**config.mk**
```make
export PLATFORM = sky130hd
export DESIGN_NAME = bp_stall_counter_bank
export DESIGN_NICKNAME = d
export VERILOG_FILES = /design/src/rtl/bp_stall_counter_bank.sv
export SDC_FILE = /design/constraint.sdc
export NUM_CORES = 2
export LEC_CHECK = 0
export ABC_CLOCK_PERIOD_IN_PS = 57100
export CORE_MARGIN = 4
export CORE_UTILIZATION = 60
export CTS_CLUSTER_DIAMETER = 200
export DETAILED_ROUTE_END_ITERATION = 16
export PLACE_DENSITY = 0.76
export REMOVE_ABC_BUFFERS = 1
export SLEW_MARGIN = 20
export SYNTH_ARGS = -nofsm -noshare
export SYNTH_HDL_FRONTEND = slang
export SYNTH_SLANG_ARGS = --single-unit
```
**constraint.sdc**
```tcl
create_clock -name clk_i -period 57.1 [get_ports clk_i]
set_clock_uncertainty 0.2 [all_clocks]
set_input_delay 11.42 -clock clk_i [delete_from_list [all_inputs] [get_ports clk_i]]
set_output_delay 11.42 -clock clk_i [all_outputs]
set_load 0.05 [all_outputs]
```
**src/rtl/bp_stall_counter_bank.sv**
```systemverilog
// Saturating live profiler counters (cycles, retired instructions, per-reason stalls)
// with an atomic shadow copy served to the host over a one-outstanding read handshake.
module bp_stall_counter_bank #(
    parameter int num_reasons_p = 32,
    parameter int cnt_width_p = 32,
    localparam int reason_width_lp = $clog2(num_reasons_p),
    localparam int addr_width_lp = $clog2(num_reasons_p + 2)
) (
    input  logic                       clk_i,
    input  logic                       reset_n_i,
    input  logic                       freeze_i,
    input  logic                       commit_v_i,
    input  logic                       stall_v_i,
    input  logic [reason_width_lp-1:0] stall_reason_i,
    input  logic                       snap_i,
    input  logic                       clear_i,
    input  logic                       rd_v_i,
    input  logic [addr_width_lp-1:0]   rd_addr_i,
    output logic                       rd_ready_o,
    output logic                       rd_data_v_o,
    output logic [cnt_width_p-1:0]     rd_data_o,
    input  logic                       rd_data_yumi_i,
    output logic                       overflow_o
);

    localparam int num_cnt_lp = num_reasons_p + 2;

    typedef enum logic {e_idle, e_resp} state_e;

    logic [cnt_width_p-1:0] live_q   [num_cnt_lp];
    logic [cnt_width_p-1:0] live_d   [num_cnt_lp];
    logic [cnt_width_p-1:0] shadow_q [num_cnt_lp];
    logic [num_cnt_lp-1:0]  inc;
    logic [num_cnt_lp-1:0]  sat;
    logic                   overflow_q, overflow_d;
    state_e                 state_q, state_d;
    logic [cnt_width_p-1:0] rd_data_q, rd_data_d;
    logic [cnt_width_p-1:0] rd_sel;

    // Slot 0 = cycles, slot 1 = instrs, slot 2+k = reason k; commit shadows any stall.
    assign inc[0] = ~freeze_i;
    assign inc[1] = ~freeze_i & commit_v_i;

    genvar gi;
    generate
        for (gi = 0; gi < num_reasons_p; gi++) begin : g_reason_inc
            assign inc[gi+2] = ~freeze_i & ~commit_v_i & stall_v_i
                             & (stall_reason_i == reason_width_lp'(gi));
        end
        for (gi = 0; gi < num_cnt_lp; gi++) begin : g_sat
            assign sat[gi] = &live_q[gi];
        end
    endgenerate

    always_comb begin
        for (int i = 0; i < num_cnt_lp; i++) begin
            live_d[i] = live_q[i];
            if (clear_i) begin
                live_d[i] = '0;
            end else if (inc[i] && !sat[i]) begin
                live_d[i] = live_q[i] + cnt_width_p'(1);
            end
        end
        overflow_d = clear_i ? 1'b0 : (overflow_q | (|(inc & sat)));
    end

    always_ff @(posedge clk_i) begin
        if (!reset_n_i) begin
            for (int i = 0; i < num_cnt_lp; i++) begin
                live_q[i]   <= '0;
                shadow_q[i] <= '0;
            end
            overflow_q <= 1'b0;
        end else begin
            for (int i = 0; i < num_cnt_lp; i++) begin
                live_q[i] <= live_d[i];
                // Shadow captures this cycle's pre-increment, pre-clear values.
                if (snap_i) begin
                    shadow_q[i] <= live_q[i];
                end
            end
            overflow_q <= overflow_d;
        end
    end

    // Addresses beyond the last counter read as zero.
    always_comb begin
        rd_sel = '0;
        for (int i = 0; i < num_cnt_lp; i++) begin
            if (rd_addr_i == addr_width_lp'(i)) begin
                rd_sel = shadow_q[i];
            end
        end
    end

    always_comb begin
        state_d   = state_q;
        rd_data_d = rd_data_q;
        case (state_q)
            e_idle: begin
                if (rd_v_i) begin
                    rd_data_d = rd_sel;
                    state_d   = e_resp;
                end
            end
            e_resp: begin
                if (rd_data_yumi_i) begin
                    state_d = e_idle;
                end
            end
            default: state_d = e_idle;
        endcase
    end

    always_ff @(posedge clk_i) begin
        if (!reset_n_i) begin
            state_q   <= e_idle;
            rd_data_q <= '0;
        end else begin
            state_q   <= state_d;
            rd_data_q <= rd_data_d;
        end
    end

    assign rd_ready_o  = (state_q == e_idle);
    assign rd_data_v_o = (state_q == e_resp);
    assign rd_data_o   = rd_data_q;
    assign overflow_o  = overflow_q;

endmodule

```
==> results.txt <==
status - finished, final reports clean
pin count of the biggest net entering global routing - 240
required time worst endpoint - 57.39 ns
synthesized area per cell - 10.1 sq um
max-slew violations - 0
CTS Buf Count - 223
Core ar. - 0.165 sq mm
CP Cell Sequence - buf_8 > nand2b_4 > buf_4 > buf_12 > buf_12 > buf_4
Hold WC Path Type - reg2reg
number of synthesized register bits - 2,210
postcts setup bufs - 0
Period minus WS final - 16.00 ns
Resized Gates After CTS - 0
initial antenna violation count - 25
CP max stage cell - buf_4
library cells used by synthesis - 105
Top-Level Pins - 55
Worst-path clk slew - 0.06 ns
CP peak stage delay - 0.89 ns
Finished Layout Cells - 12,100
Post-Synthesis Cells - 9,853
Peak VDD IR - 0.0314 mV
Fin Setup TNS - 0 ns
WL/cell - 28.5 um
kind of critical path - in2reg
ys flop type - dfxtp_1
Max transition margin - 13.7%
Max-cap violations - 0
Residual DRC - 0
Final ANT Viol Nets - 0
die area - 0.173 sq mm
Final Net Count - 9,709
hpwl dp - 240,000 um
FP Rows - 149
vias in the first global route - 73,800
RSZ-0062 raised after global routing - false
sequential area share after synthesis - 55.2%
GR Overflow Total - 0
worst-margin pin slew - 1.28 ns
Post-synth top cells - and3_1 (1,237), nor2_1 (1,205), dfxtp_1 (1,122), edfxtp_1 (1,088), nand2_1 (654)
worst path arrival time - 16.28 ns
H-tree depth - 4
via count - 81,300
CTS Buffer Depth - 3
Area Growth Syn to Fin - 9.66%
GR Util All Layers - 38.4%
design area - 0.110 sq mm
Max Clk Rate - 62.5 MHz
ys async rst share - 0%
PD cells - 30.9 mW/mm^2
Final Routed Wirelength - 344,000 um
PortBufs - 54
Worst Path Max Fanout - 180
post-route clock period utilization - 28.0%
Pleak - 40.9 nW
global-route wire length before repair - 497,000 um
crit start category - input pin
Area after DPL - 0.102 sq mm
PnR worst setup slack - 41.10 ns
final hold viol count - 0
Via-to-Cell Ratio - 6.74
WHS - 0.295 ns
worst skew pair latency - 0.88 ns
Die Y - 416 um
clock sink total - 2,210
cell with the most instances after synthesis - and3_1
DRT Pass-1 Iters - 7
DP Worst Slack - 40.39 ns
Initial Util - 60.5%
chip width - 416 um
hold-fix buffers at CTS - 0
Post-synth EDFFs - 1,088
final setup violation count - 0
starting DRC count in detailed routing - 13,400
top cell type's share of synthesized area - 32.7%
GPL Wtd Cong - 1.06
Area contributors post-synth - edfxtp_1 (33%), dfxtp_1 (22%), and3_1 (7.7%)
Crit. End Element - register
layout cells sized above 1 - 6.16%
placed instance count - 11,600
root buf cell - clkbuf_16
Post-Synthesis Cell Area - 0.0999 sq mm
CTS tree - built
filler cell count - 12,800
Yosys top cell by area - edfxtp_1
yosys warns - 0
-- area by class of cell --
type,instances,area (sq um),share of cell area [%]
Sequential cell,2210,55100,50.3
Tap cell,2189,2740,2.50
Inverter,124,465,0.425
Multi-Input combinational cell,6924,42100,38.5
Clock inverter,98,1060,0.971
Clock buffer,328,6380,5.82
Timing Repair Buffer,172,1600,1.46
Antenna cell,14,35.0,0.0320
-- critical path: cells and delay by family --
| kind | cells | cell delay [ns] |
|---|---|---|
| buffers and inverters | 5 | 3.66 |
| and+or+nand+nor | 1 | 0.63 |
-- power breakdown --
part           switching [mW]  leakage, nW  internal, mW  total (mW)
clock network           0.639         3.61         0.859        1.50
registers              0.0349         20.9          1.70        1.74
logic                   0.125         16.4        0.0293       0.154
-- path summary, 6_finish.rpt --
check	startpoint	endpoint	slack (ns)	cells after the start
setup reg to reg	rd_data_v_o$_SDFF_PN0_	rd_data_o[27]$_SDFFE_PN0P_	53.12	9
hold reg to reg	live_q[0][186]$_SDFFE_PP0P_	live_q[0][186]$_SDFFE_PP0P_	0.29	2
setup / recovery	snap_i	shadow_q[0][849]$_SDFFCE_PN0P_	41.10	6
hold / removal	live_q[0][186]$_SDFFE_PP0P_	live_q[0][186]$_SDFFE_PP0P_	0.29	2
-- registers in the layout, summed over array words and instances, names as in the netlist --
signal and count:
rd_data_o 32, live_q 1088, rd_data_v_o 1, overflow_o 1, shadow_q 1088
-- per-stage QoR --
step                total power, mW  util, %
finish                         3.39     66.3
global route                   3.46     66.3
CTS                            3.38     66.3
detailed placement             1.91     61.8
global placement               1.91     61.7
floorplan                      1.85        -
-- metal layers --
metal	vias to the layer above	global-route usage (%)	wire length, um
met1	39500	52.9	132000
met4	14	20.0	21500
li1	35600	-	-
met2	5208	54.0	142000
met5	-	0	98
met3	975	12.7	48700
-- logic make-up (layout without fill, tap and decap cells) --
logic type / after synthesis / in the layout / synth area share [%]
AOI/OAI and AO/OA: 1285 / 1285 / 8.14
xor gates and xnor gates: 852 / 852 / 7.47
adders and majority gates: 34 / 34 / 0.426
buffers and inverters: 719 / 722 / 2.79
DFF: 2210 / 2210 / 55.2
muxes: 134 / 134 / 1.64
other: 0 / 14 / 0
and+or+nand+nor: 4619 / 4619 / 24.3
-- cell usage in the layout (no fill, tap or decap), types with 70 or more instances in the layout --
| cell type | n |
|---|---|
| nand3_1 | 419 |
| o22ai_1 | 98 |
| mux2i_1 | 82 |
| and4_1 | 147 |
| and3_1 | 1237 |
| nor2_1 | 1198 |
| a21oi_1 | 343 |
| nand2_1 | 654 |
| clkbuf_16 | 229 |
| inv_1 | 122 |
| clkbuf_1 | 71 |
| o21ai_0 | 370 |
| xor2_1 | 546 |
| buf_4 | 103 |
| and2_1 | 70 |
| nor3_1 | 130 |
| dfxtp_1 | 1122 |
| xnor2_1 | 306 |
| nand4_1 | 316 |
| edfxtp_1 | 1088 |
| or3_1 | 213 |
No activity file was read; power rests on OpenSTA's default activity.
